[config.mk]
export PLATFORM = sky130hd
export DESIGN_NAME = spi_frame_rx
export DESIGN_NICKNAME = d
export VERILOG_FILES = /design/src/rtl/spi_frame_rx.sv
export SDC_FILE = /design/constraint.sdc
export NUM_CORES = 1
export LEC_CHECK = 0
export BUFFER_PORTS_ARGS = -buffer_cell sky130_fd_sc_hd__buf_2
export CAP_MARGIN = 0
export CORE_ASPECT_RATIO = 1.5
export CORE_MARGIN = 2
export CORE_UTILIZATION = 50
export CTS_CLUSTER_SIZE = 25
export DETAILED_ROUTE_END_ITERATION = 16
export PLACE_DENSITY_LB_ADDON = 0.25
export SETUP_SLACK_MARGIN = 0.5
export SLEW_MARGIN = 20
export SYNTH_ARGS = -nofsm -noshare
export SYNTH_HDL_FRONTEND = slang
export SYNTH_SLANG_ARGS = --single-unit
[constraint.sdc]
create_clock -name clk -period 4.46 [get_ports clk]
set_input_delay 0.892 -clock clk [delete_from_list [all_inputs] [get_ports clk]]
set_output_delay 0.892 -clock clk [all_outputs]
set_load 0.01 [all_outputs]
[src/rtl/spi_frame_rx.sv]
// spi_frame_rx: SPI-slave frame receiver for the adaptive-filter front end.
// sck/mosi/cs are oversampled in the clk domain. The block deserialises
// WORD_W-bit words, MSB first, one word per cs-low burst. It hunts for
// HEADER, then collects NUM_CH data words and presents them in parallel
// together with a one-cycle frame strobe.
//
// Optional feature macro: SPI_FRAME_ECHO_EN. When it is defined, miso echoes
// the previous good word MSB first. When it is undefined, miso is tied to 0.
//
// Ports:
//   clk, rst          system clock; synchronous active-high reset
//   sck, mosi, cs     asynchronous SPI slave inputs (cs active-low)
//   miso              echo output (0 unless SPI_FRAME_ECHO_EN)
//   data_out          last complete frame, ch0 in the LSBs
//   frame_valid       1-cycle pulse when data_out updates
//   head_flag         high from header accept until frame end/abort
//   frame_err         1-cycle pulse on a bad word, aborted frame or timeout
//   frame_cnt         good-frame counter, wraps
//
// States:
//   state  | meaning
//   S_HUNT | waiting for a good word equal to HEADER
//   S_DATA | collecting data words into the shadow buffer
module spi_frame_rx #(
  parameter int unsigned       WORD_W      = 14,
  parameter int unsigned       NUM_CH      = 2,
  parameter logic [WORD_W-1:0] HEADER      = WORD_W'('h0FFF),
  parameter int unsigned       TIMEOUT     = 4096,
  parameter int unsigned       SYNC_STAGES = 2
) (
  input  logic                       clk,
  input  logic                       rst,
  input  logic                       sck,
  input  logic                       mosi,
  input  logic                       cs,
  output logic                       miso,
  output logic [NUM_CH*WORD_W-1:0]   data_out,
  output logic                       frame_valid,
  output logic                       head_flag,
  output logic                       frame_err,
  output logic [15:0]                frame_cnt
);
  localparam int CNT_W = $clog2(WORD_W + 2);
  localparam int CH_W  = (NUM_CH > 1) ? $clog2(NUM_CH) : 1;
  localparam int TMO_W = $clog2(TIMEOUT + 1);
  localparam int DW    = NUM_CH * WORD_W;

  typedef enum logic {S_HUNT, S_DATA} state_t;

  state_t                 state_q, state_d;
  logic [SYNC_STAGES-1:0] sck_sync_q, sck_sync_d;
  logic [SYNC_STAGES-1:0] mosi_sync_q, mosi_sync_d;
  logic [SYNC_STAGES-1:0] cs_sync_q, cs_sync_d;
  logic                   sck_prev_q, sck_prev_d;
  logic                   cs_prev_q, cs_prev_d;
  logic [WORD_W-1:0]      shift_q, shift_d;
  logic [CNT_W-1:0]       bit_cnt_q, bit_cnt_d;
  logic [CH_W-1:0]        ch_idx_q, ch_idx_d;
  logic [TMO_W-1:0]       tmo_q, tmo_d;
  logic [DW-1:0]          shadow_q, shadow_d;
  logic [DW-1:0]          data_out_q, data_out_d;
  logic                   frame_valid_q, frame_valid_d;
  logic                   head_flag_q, head_flag_d;
  logic                   frame_err_q, frame_err_d;
  logic [15:0]            frame_cnt_q, frame_cnt_d;

  logic sck_s, mosi_s, cs_s;
  logic sck_rise, cs_fall, word_done, good_word, tmo_hit;

  assign sck_s     = sck_sync_q[SYNC_STAGES-1];
  assign mosi_s    = mosi_sync_q[SYNC_STAGES-1];
  assign cs_s      = cs_sync_q[SYNC_STAGES-1];
  assign sck_rise  = sck_s & ~sck_prev_q;
  assign cs_fall   = ~cs_s & cs_prev_q;
  assign word_done = cs_s & ~cs_prev_q;
  assign good_word = word_done && (bit_cnt_q == CNT_W'(WORD_W));
  // A word boundary in the same cycle takes precedence over the timeout, so
  // coincident events give a single frame_err pulse.
  assign tmo_hit   = (state_q == S_DATA) && !word_done && (tmo_q == TMO_W'(TIMEOUT - 1));

`ifdef SPI_FRAME_ECHO_EN
  logic [WORD_W-1:0] echo_word_q, echo_word_d;
  logic [WORD_W-1:0] echo_sh_q, echo_sh_d;
  logic              sck_fall;
  assign sck_fall = ~sck_s & sck_prev_q;
  // The shifter is cleared on cs rise, so miso is 0 whenever cs is high.
  assign miso     = echo_sh_q[WORD_W-1];
`else
  assign miso = 1'b0;
`endif

  always_comb begin
    sck_sync_d    = {sck_sync_q[SYNC_STAGES-2:0], sck};
    mosi_sync_d   = {mosi_sync_q[SYNC_STAGES-2:0], mosi};
    cs_sync_d     = {cs_sync_q[SYNC_STAGES-2:0], cs};
    sck_prev_d    = sck_s;
    cs_prev_d     = cs_s;
    shift_d       = shift_q;
    bit_cnt_d     = bit_cnt_q;
    state_d       = state_q;
    ch_idx_d      = ch_idx_q;
    shadow_d      = shadow_q;
    data_out_d    = data_out_q;
    frame_valid_d = 1'b0;
    frame_err_d   = 1'b0;
    head_flag_d   = head_flag_q;
    frame_cnt_d   = frame_cnt_q;
    tmo_d         = (word_done || state_q == S_HUNT) ? '0 : tmo_q + 1'b1;

    if (cs_fall) begin
      bit_cnt_d = '0;
    end else if (sck_rise && !cs_s) begin
      shift_d = {shift_q[WORD_W-2:0], mosi_s};
      if (bit_cnt_q != CNT_W'(WORD_W + 1)) bit_cnt_d = bit_cnt_q + 1'b1;
    end

    case (state_q)
      S_HUNT: begin
        if (word_done && !good_word) begin
          frame_err_d = 1'b1;
        end else if (good_word && shift_q == HEADER) begin
          state_d     = S_DATA;
          ch_idx_d    = '0;
          head_flag_d = 1'b1;
        end
      end
      S_DATA: begin
        if (good_word) begin
          shadow_d[ch_idx_q*WORD_W +: WORD_W] = shift_q;
          if (ch_idx_q == CH_W'(NUM_CH - 1)) begin
            data_out_d    = shadow_d;
            frame_valid_d = 1'b1;
            frame_cnt_d   = frame_cnt_q + 16'd1;
            head_flag_d   = 1'b0;
            state_d       = S_HUNT;
          end else begin
            ch_idx_d = ch_idx_q + 1'b1;
          end
        end else if (word_done || tmo_hit) begin
          frame_err_d = 1'b1;
          head_flag_d = 1'b0;
          state_d     = S_HUNT;
        end
      end
      default: state_d = S_HUNT;
    endcase

`ifdef SPI_FRAME_ECHO_EN
    echo_word_d = good_word ? shift_q : echo_word_q;
    echo_sh_d   = echo_sh_q;
    if (word_done)               echo_sh_d = '0;
    else if (cs_fall)            echo_sh_d = echo_word_q;
    else if (sck_fall && !cs_s)  echo_sh_d = {echo_sh_q[WORD_W-2:0], 1'b0};
`endif
  end

  always_ff @(posedge clk) begin
    if (rst) begin
      state_q       <= S_HUNT;
      sck_sync_q    <= '0;
      mosi_sync_q   <= '0;
      cs_sync_q     <= '1;
      sck_prev_q    <= 1'b0;
      cs_prev_q     <= 1'b1;
      shift_q       <= '0;
      bit_cnt_q     <= '0;
      ch_idx_q      <= '0;
      tmo_q         <= '0;
      shadow_q      <= '0;
      data_out_q    <= '0;
      frame_valid_q <= 1'b0;
      head_flag_q   <= 1'b0;
      frame_err_q   <= 1'b0;
      frame_cnt_q   <= '0;
`ifdef SPI_FRAME_ECHO_EN
      echo_word_q   <= '0;
      echo_sh_q     <= '0;
`endif
    end else begin
      state_q       <= state_d;
      sck_sync_q    <= sck_sync_d;
      mosi_sync_q   <= mosi_sync_d;
      cs_sync_q     <= cs_sync_d;
      sck_prev_q    <= sck_prev_d;
      cs_prev_q     <= cs_prev_d;
      shift_q       <= shift_d;
      bit_cnt_q     <= bit_cnt_d;
      ch_idx_q      <= ch_idx_d;
      tmo_q         <= tmo_d;
      shadow_q      <= shadow_d;
      data_out_q    <= data_out_d;
      frame_valid_q <= frame_valid_d;
      head_flag_q   <= head_flag_d;
      frame_err_q   <= frame_err_d;
      frame_cnt_q   <= frame_cnt_d;
`ifdef SPI_FRAME_ECHO_EN
      echo_word_q   <= echo_word_d;
      echo_sh_q     <= echo_sh_d;
`endif
    end
  end

  assign data_out    = data_out_q;
  assign frame_valid = frame_valid_q;
  assign head_flag   = head_flag_q;
  assign frame_err   = frame_err_q;
  assign frame_cnt   = frame_cnt_q;
endmodule

==> results of run 1 <==
## area by class of cell
| cell class | count | area, um2 | share of cell area, % |
|---|---|---|---|
| Clock buffer | 13 | 260 | 5.81 |
| Clock inverter | 3 | 18.8 | 0.419 |
| Timing Repair Buffer | 54 | 278 | 6.20 |
| Tap cell | 102 | 128 | 2.85 |
| Inverter | 5 | 18.8 | 0.419 |
| Sequential cell | 102 | 2040 | 45.6 |
| Multi-Input combinational cell | 336 | 1740 | 38.7 |
## cells in the final DEF, fill, tap and decap left out, drive strengths merged
| cell type | count |
|---|---|
| dfxtp | 102 |
| ha | 4 |
| inv | 5 |
| o22ai | 1 |
| nand2 | 126 |
| buf | 54 |
| and3 | 5 |
| or2 | 3 |
| clkinv | 3 |
| a31oi | 2 |
| a311oi | 1 |
| conb | 1 |
| nor3b | 1 |
| a21o | 1 |
| and2 | 1 |
| nor2b | 7 |
| nand4 | 13 |
| and4 | 4 |
| clkbuf | 13 |
| or3 | 6 |
| nand4b | 2 |
| nor2 | 24 |
| xnor2 | 9 |
| o31ai | 8 |
| nand2b | 4 |
| nor3 | 4 |
| nand3 | 13 |
| a21bo | 1 |
| or4 | 7 |
| xor2 | 7 |
| nor4 | 2 |
| a21oi | 73 |
| o21ai | 5 |
| o31a | 1 |
## power by group through the flow
stage          combinational, W  sequential, W  clock, W
2_1_floorplan         0.0000176       0.000936         0
4_1_cts               0.0000217       0.000915  0.000745
5_1_grt               0.0000242       0.000915  0.000788
6_report              0.0000215       0.000915  0.000726
3_5_place_dp          0.0000217       0.000936         0
3_3_place_gp          0.0000213       0.000936         0
## worst max-delay path, delay by kind of cell (launching register included)
family	cells	cell delay [ns]
DFF	1	0.39
and+or+nand+nor	3	1.54
AOI/OAI and AO/OA	1	0.14
buffers and inverters	1	0.42
## cells by family (layout without fill, tap and decap cells)
family / after synthesis / in the layout
AO/OA/AOI/OAI: 93 / 93
XOR/XNOR: 16 / 16
adder cells (fa/ha/maj): 4 / 4
buffers and inverters: 35 / 75
flip-flops: 102 / 102
other: 1 / 1
AND/OR/NAND/NOR: 222 / 222
## state kept, by name, summed over array words and instances (netlist names), 2 cells and up
| signal | cells |
|---|---|
| bit_cnt_q | 4 |
| cs_sync_q | 2 |
| data_out | 28 |
| frame_cnt | 16 |
| mosi_sync_q | 2 |
| sck_sync_q | 2 |
| shadow_q | 14 |
| shift_q | 14 |
| tmo_q | 13 |
## per-stage QoR
| stage | utilization, % | instances | power (W) | worst slack [ns] | hold slack [ns] |
|---|---|---|---|---|---|
| 2_1_floorplan | - | 473 | 0.000953 | 2.64 | 0.389 |
| 3_3_place_gp | 55.2 | 599 | 0.000957 | 2.00 | 0.393 |
| 3_5_place_dp | 55.2 | 599 | 0.000958 | 1.91 | 0.397 |
| 4_1_cts | 58.9 | 615 | 0.00168 | 1.90 | 0.412 |
| 5_1_grt | 58.9 | 615 | 0.00173 | 1.69 | 0.438 |
| 6_report | 58.9 | 615 | 0.00166 | 1.90 | 0.408 |
## per-layer routing
layer / share of wire (%) / global-route usage (%) / routed length [um] / vias to the layer above
met5: 0 / 0 / 0 / -
met4: 2.2 / 7.52 / 175 / 0
met3: 4.3 / 5.34 / 350 / 15
met2: 49 / 32.1 / 3990 / 75
met1: 44 / 24.3 / 3570 / 1501
li1: - / - / - / 1669
## final timing paths
check,endpoint,slack (ns),depth (start not counted)
max,frame_cnt[8]$_SDFFE_PP0P_,1.90,5
max reg2reg,frame_cnt[8]$_SDFFE_PP0P_,1.90,5
min reg2reg,cs_sync_q[1]$_SDFF_PP1_,0.41,1
min,cs_sync_q[1]$_SDFF_PP1_,0.41,1
==> impl_metrics.tcl, run 1 <==
set metrics [dict create \
    status "completed" \
    clockBufferDepth 2 \
    synth_top_family_by_area "simple AND/OR/NAND/NOR gates" \
    crit_fanout 18 \
    finalNetCount 517 \
    ctsHtreeMaxLevel 3 \
    grt_pass1_vias 2951 \
    worstMarginPinSlew_ns 0.992 \
    dpl-instance-area_um2 4200 \
    syn_inst 473 \
    switchingPower_w 0.000335 \
    area_delta_synth_final_pct 13.8 \
    num_rows 39 \
    wire_per_inst_um 13.1 \
    path_clk_slew_ns 0.06 \
    yosysTopAreaCell "dfxtp_1" \
    cts_root_buf "clkbuf_16" \
    cts_tree "yes" \
    setup.worst_path.start "cs_sync_q[1]$_SDFF_PP1_" \
    synth_area_leaders "dfxtp_1 (52%), nand2_1 (12%), a21oi_1 (9.3%)" \
    coreArea_um2 7610 \
    grtUsageTotal_pct 19.4 \
    yosysSeqAreaShare_pct 51.8 \
    syn_nets 482 \
    drt-total-wl_mm 8.09 \
    grt_pass1_wl_mm 13.6 \
    async_reset_ff_share_pct 0 \
    hold_viol 0 \
    start_kind "flop" \
    synth-simple-area-share_pct 26.3 \
    cp.required_ns 4.73 \
    cp_cell_sequence "nor2b_1, nand3_1, buf_4, or3_1, a21oi_1" \
    fin_area_um2 4480 \
    worstSetupEndpointType "flop" \
    p_per_area_nw_per_um2 371 \
    fp.dieH_um 113 \
    io_pins 53 \
    synth_fa_ha_area_share_pct 1.27 \
    ir_worst_vdd_v 0.000212 \
    yosys_most_used_dff "dfxtp_1" \
    fmax_mhz 390 \
    synth_top_area_share_pct 51.8 \
    max_cap_violations 0 \
    ant_nets 0 \
    arrival_ns 2.84 \
    synth_mux_area_share_pct 0 \
    post-route-period-util_pct 57.5 \
    worst_path_max_delay_cell "nand3_1" \
    finalSetupTns_ns 0 \
    synth_cell_types 36 \
    cts.sinks 102 \
    hold_class "flop to flop" \
    power.leakage_nw 1.62 \
    crit_path_max_incr_delay_ns 0.67 \
    drt_first_pass_iters 4 \
    post_cts_buffers 0 \
    clk_latency_ns 0.35 \
    period_minus_slack_ns 2.56 \
    synth_xor_area_share_pct 3.56 \
    die_area_um2 8620 \
    ctsResizeCount 0 \
    yosysWarnings 0 \
    cts_buffers 9 \
    synth_area_um2 3940 \
    synth_compound_area_share_pct 12.8 \
    vias 3260 \
    hpwl_mm 5.44 \
    portBuffers 51 \
    intPower_w 0.00133 \
    finClkSkew_ns 0.00804 \
    fill_cells 724 \
    seqPwrFrac_pct 55.0 \
    power_frac_comb_pct 1.3 \
    grt_overflow 0 \
    timing.rr.start "cs_sync_q[1]$_SDFF_PP1_" \
    switching_share_pct 20.2 \
    synth.top_cells.by_count "nand2_1 (126), dfxtp_1 (102), a21oi_1 (73)" \
    slew-limit-headroom_pct 33.8 \
    rsz0062_at_grt "false" \
    chipWidth_um 76.5 \
    min_from "cs_sync_q[0]$_SDFF_PP1_" \
    place_congestion 0.759 \
    detail_route.vias_per_cell 5.30 \
    synth_most_common_cell "nand2_1" \
    crit_type "flop to flop" \
    finalSetupViolCount 0 \
    grt_max_degree 48 \
    synth_edf_count 0 \
    clock_power_share_pct 43.7 \
    avgSynthCellArea_um2 8.33 \
    route.detailed.drc 0 \
    slew_violations 0 \
    start_util_pct 51.7 \
    drive_above_1_share_pct 14.4 \
    ctsHoldBuffers 0 \
    ys_ff_latch 102 \
    drtIter0Drc 181 \
    diodes 0 \
    antenna_found_initial 0 \
]
(Power assumes the default switching activity.)
==> run 2, diff against run 1 <==
==> constraint.sdc (replaced) <==
create_clock -name clk -period 2.45 [get_ports clk]
set_input_delay 0.49 -clock clk [delete_from_list [all_inputs] [get_ports clk]]
set_output_delay 0.49 -clock clk [all_outputs]
set_load 0.01 [all_outputs]
==> impl_metrics.tcl, run 2 (synthesis gave the netlist of run 1 again) <==
set metrics [dict create \
    coreArea_um2 7610 \
    ctsHoldBuffers 0 \
    hold_slack_ns 0.334 \
    period_minus_slack_ns 1.81 \
    intPower_w 0.00239 \
    cts_buffers 9 \
    fin_total_pwr_w 0.00300 \
    cts_root_buf "clkbuf_16" \
    dpl-instance-area_um2 4220 \
    worstSetupEndpointType "flop" \
    area_delta_synth_final_pct 14.7 \
    start_kind "flop" \
    grtUsageTotal_pct 18.7 \
    finalSetupTns_ns 0 \
    final_common_cell "nand2_1" \
    slew-limit-headroom_pct 55.6 \
    drtIter0Drc 159 \
    cp.required_ns 2.72 \
    crit_type "flop to flop" \
    cts_tree "yes" \
    chipWidth_um 76.5 \
    power_frac_comb_pct 1.4 \
    fp.dieH_um 113 \
    final_util_pct 59.4 \
    ctsHtreeMaxLevel 3 \
    cts.sinks 102 \
    grt_pass1_vias 2932 \
    clock_power_share_pct 43.0 \
    vias 3247 \
    wire_per_inst_um 12.4 \
    hold_viol 0 \
    start_util_pct 51.7 \
    switchingPower_w 0.000610 \
    hold_class "input port to flop" \
    slew_violations 0 \
    num_rows 39 \
    final_cell_mix "nand2_1 (126), dfxtp_1 (102), a21oi_1 (73), buf_2 (51), nor2_1 (24)" \
    fill_cells 729 \
    drt_first_pass_iters 4 \
    worstMarginPinSlew_ns 0.659 \
    place_congestion 0.785 \
    clockBufferDepth 2 \
    detail_route.vias_per_cell 5.24 \
    p_per_area_nw_per_um2 663 \
    crit_fanout 9 \
    hpwl_mm 5.20 \
    clk_latency_ns 0.34 \
    switching_share_pct 20.3 \
    grt_max_degree 38 \
    antenna_found_initial 0 \
    die_area_um2 8620 \
    critPathTopFamily "simple AND/OR/NAND/NOR gates" \
    grt_overflow 0 \
    power.leakage_nw 1.63 \
    finClkSkew_ns 0.00461 \
    largest_register_ffs 28 \
    fin_area_um2 4520 \
    diodes 0 \
    crit_path_max_incr_delay_ns 0.52 \
    io_pins 53 \
    seqPwrFrac_pct 55.6 \
    ant_nets 0 \
    status "completed" \
    arrival_ns 2.08 \
    path_clk_slew_ns 0.06 \
    max_cap_violations 0 \
    grt_pass1_wl_mm 13.2 \
    worst_path_max_delay_cell "or4_1" \
    crit_buf_inv 1 \
    portBuffers 51 \
    fmax_mhz 552 \
    drt-total-wl_mm 7.72 \
    route.detailed.drc 0 \
    drive_above_1_share_pct 15.6 \
    post-route-period-util_pct 73.9 \
    finalSetupViolCount 0 \
    ir_worst_vdd_v 0.000462 \
    finalNetCount 523 \
    cp_cell_sequence "inv_1, ha_1, and4_4, nand4_4, or4_1, a21oi_1" \
    rsz0062_at_grt "false" \
]
-- run 2: cell count changes in the layout (fill, tap and decap cells not counted) --
cell and change:
and3_1 -1, and3_2 +1, and4_1 -1, and4_4 +1, buf_4 +6, clkbuf_8 -1, clkinv_2 -1, clkinvlp_4 +1
-- run 2: final timing paths --
path / start / end / slack, ns / cells past startpoint
setup / recovery: bit_cnt_q[0]$_SDFFE_PP0P_ / frame_cnt[15]$_SDFFE_PP0P_ / 0.64 / 6
hold / removal: cs / cs_sync_q[0]$_SDFF_PP1_ / 0.33 / 2
setup reg to reg: bit_cnt_q[0]$_SDFFE_PP0P_ / frame_cnt[15]$_SDFFE_PP0P_ / 0.64 / 6
hold reg to reg: cs_sync_q[0]$_SDFF_PP1_ / cs_sync_q[1]$_SDFF_PP1_ / 0.41 / 1
-- run 2: per-layer routing --
metal  GRT usage (%)  share of wire, %  vias to the layer above
met5               0                 0                        -
met4            7.64               1.9                        0
met3            3.91               4.1                       11
met2            31.8                48                       65
met1            23.1                46                     1488
li1                -                 -                     1683
-- run 2: per-stage QoR --
stage                     setup slack [ns]  std cells
after global routing                 0.524        620
after detailed placement             0.453        602
after global placement               0.545        602
final                                0.640        620
after floorplan                      0.749        473
after CTS                            0.529        617
-- run 2: area by class of cell --
| cell class | instances | area, um2 | share of cell area [%] |
|---|---|---|---|
| clock buffers | 12 | 246 | 5.46 |
| clock inverters | 3 | 21.3 | 0.471 |
| inverters | 5 | 18.8 | 0.415 |
| multi-input cells | 336 | 1740 | 38.5 |
| flip-flops and latches | 102 | 2040 | 45.2 |
| well taps | 102 | 128 | 2.82 |
| repair buffers | 60 | 323 | 7.14 |
-- run 2: timing repair --
action / in CTS / in global routing
endpoints found under the setup margin: 5 / 26
gates resized for setup: 1 / 2
setup buffers: 0 / 3
pin swaps: 0 / 2
-- run 2: power groups by stage --
stage / clock (W) / combinational, W / sequential, W
after floorplan: 0 / 0.0000320 / 0.00170
after global placement: 0 / 0.0000406 / 0.00170
after detailed placement: 0 / 0.0000415 / 0.00170
after CTS: 0.00132 / 0.0000415 / 0.00167
after global routing: 0.00139 / 0.0000458 / 0.00167
final: 0.00129 / 0.0000410 / 0.00167
==> run 3, diff against run 2 <==
==> constraint.sdc (replaced) <==
create_clock -name clk -period 1.85 [get_ports clk]
set_input_delay 0.37 -clock clk [delete_from_list [all_inputs] [get_ports clk]]
set_output_delay 0.37 -clock clk [all_outputs]
set_load 0.01 [all_outputs]
==> impl_metrics.tcl, run 3 (synthesis gave the netlist of run 1 again) <==
set metrics [dict create \
    status "completed" \
    start_util_pct 51.7 \
    path_clk_slew_ns 0.07 \
    clk_latency_ns 0.34 \
    crit_type "flop to flop" \
    grt_pass1_wl_mm 14.7 \
    power.leakage_nw 1.87 \
    vias 3477 \
    post-route-period-util_pct 86.2 \
    fmax_mhz 627 \
    worst_path_max_delay_cell "or3_4" \
    ant_nets 0 \
    finalSetupViolCount 0 \
    num_rows 39 \
    setup.worst_path.start "bit_cnt_q[0]$_SDFFE_PP0P_" \
    slew_violations 0 \
    r2r_slack_ns 0.26 \
    grt_max_degree 65 \
    cts_buffers 9 \
    drtIter0Drc 170 \
    finalSetupTns_ns 0 \
    antenna_found_initial 0 \
    fin_total_pwr_w 0.00429 \
    ir_worst_vdd_v 0.000531 \
    final_common_cell "nand2_1" \
    grtUsageTotal_pct 20.9 \
    period_minus_slack_ns 1.59 \
    portBuffers 51 \
    hold_slack_ns 0.208 \
    place_congestion 0.842 \
    final_cell_mix "nand2_1 (124), dfxtp_1 (76), a21oi_1 (70), buf_2 (51), buf_4 (26)" \
    max_cap_violations 0 \
    hold_class "input port to flop" \
    endpoint "frame_cnt[6]$_SDFFE_PP0P_" \
    io_pins 53 \
    coreArea_um2 7610 \
    start_kind "flop" \
    cp_cell_sequence "inv_2, ha_4, and4_4, nand4_1, buf_4, or3_4, a21oi_2" \
    min_from "cs" \
    reg2reg_to "frame_cnt[6]$_SDFFE_PP0P_" \
    drt-total-wl_mm 9.07 \
    cp.required_ns 2.12 \
    cts_root_buf "clkbuf_16" \
    finClkSkew_ns 0.00526 \
    holdPathStages 2 \
    hpwl_mm 5.49 \
    ctsHoldBuffers 0 \
    area_delta_synth_final_pct 29.1 \
    fin_area_um2 5090 \
    largest_register_ffs 28 \
    final_util_pct 66.8 \
    crit_path_max_incr_delay_ns 0.33 \
    diodes 0 \
    cts_tree "yes" \
    detail_route.vias_per_cell 5.36 \
    arrival_ns 1.87 \
    crit_fanout 5 \
    worstSetupEndpointType "flop" \
    fill_cells 671 \
    route.detailed.drc 0 \
    wire_per_inst_um 14.0 \
    grt_pass1_vias 3281 \
    dpl-instance-area_um2 4400 \
    rsz0062_at_grt "true" \
    fp.dieH_um 113 \
    chipWidth_um 76.5 \
    clockBufferDepth 2 \
    drt_first_pass_iters 4 \
    cts.sinks 102 \
    timing.rr.start "bit_cnt_q[0]$_SDFFE_PP0P_" \
    drive_above_1_share_pct 29.4 \
    reg2regPathDepth 7 \
    p_per_area_nw_per_um2 843 \
    hold_viol 0 \
    grt_overflow 0 \
    die_area_um2 8620 \
    ctsHtreeMaxLevel 3 \
    finalNetCount 551 \
]
-- run 3: cell types whose count changed in the layout (fill, tap and decap cells not counted), sizes merged --
cell	before	now
clkinv	2	0
buf	60	86
bufbuf	0	1
clkinvlp	1	3
nand4	13	14
bufinv	0	2
clkbuf	12	11
-- run 3: routing by layer --
layer	track usage, %	wire [um]	part of all wire [%]
met1	25.0	3950	44
met2	36.3	4620	51
met3	3.59	245	2.7
met4	10.2	257	2.8
met5	0	0	0
-- run 3: report_power, final --
part           leakage, nW  switching, W  internal, W
clock network        0.148      0.000805      0.00122
logic                0.888     0.0000424    0.0000205
registers            0.837    0.00000381      0.00219
total                 1.87      0.000851      0.00344
-- run 3: timing repair --
| item | CTS | global route |
|---|---|---|
| resized for setup | 28 | 34 |
| endpoints found under the setup margin | 75 | 82 |
| pin swaps | 13 | 9 |
| setup buffers | 11 | 7 |
| cloned | 1 | 1 |
-- run 3: cell type report --
type	count	area, um2	area share [%]
Clock buffer	11	243	4.77
Clock inverter	5	82.6	1.62
Multi-Input combinational cell	337	1910	37.6
Sequential cell	102	2090	41.1
Timing Repair Buffer	87	611	12.0
Tap cell	102	128	2.51
Inverter	5	18.8	0.369
-- run 3: worst max-delay path, delay by kind of cell (launching register included) --
family	cells	cell delay [ns]
compound gates	1	0.12
flops	1	0.32
fa+ha+maj	1	0.12
simple gates	3	0.72
buf+inv	2	0.25
-- run 3: worst min path at each step --
stage | to | slack (ns)
floorplan | cs_sync_q[1]$_SDFF_PP1_ | 0.39
global placement | cs_sync_q[1]$_SDFF_PP1_ | 0.39
detailed placement | cs_sync_q[1]$_SDFF_PP1_ | 0.40
CTS | cs_sync_q[0]$_SDFF_PP1_ | 0.20
global route | cs_sync_q[0]$_SDFF_PP1_ | 0.21
finish | cs_sync_q[0]$_SDFF_PP1_ | 0.21
-- run 3: metrics by stage --
stage	setup WS, ns	instances
4_1_cts	0.282	641
2_1_floorplan	0.249	473
5_1_grt	0.165	649
3_3_place_gp	0.147	613
6_report	0.256	649
3_5_place_dp	0.104	613
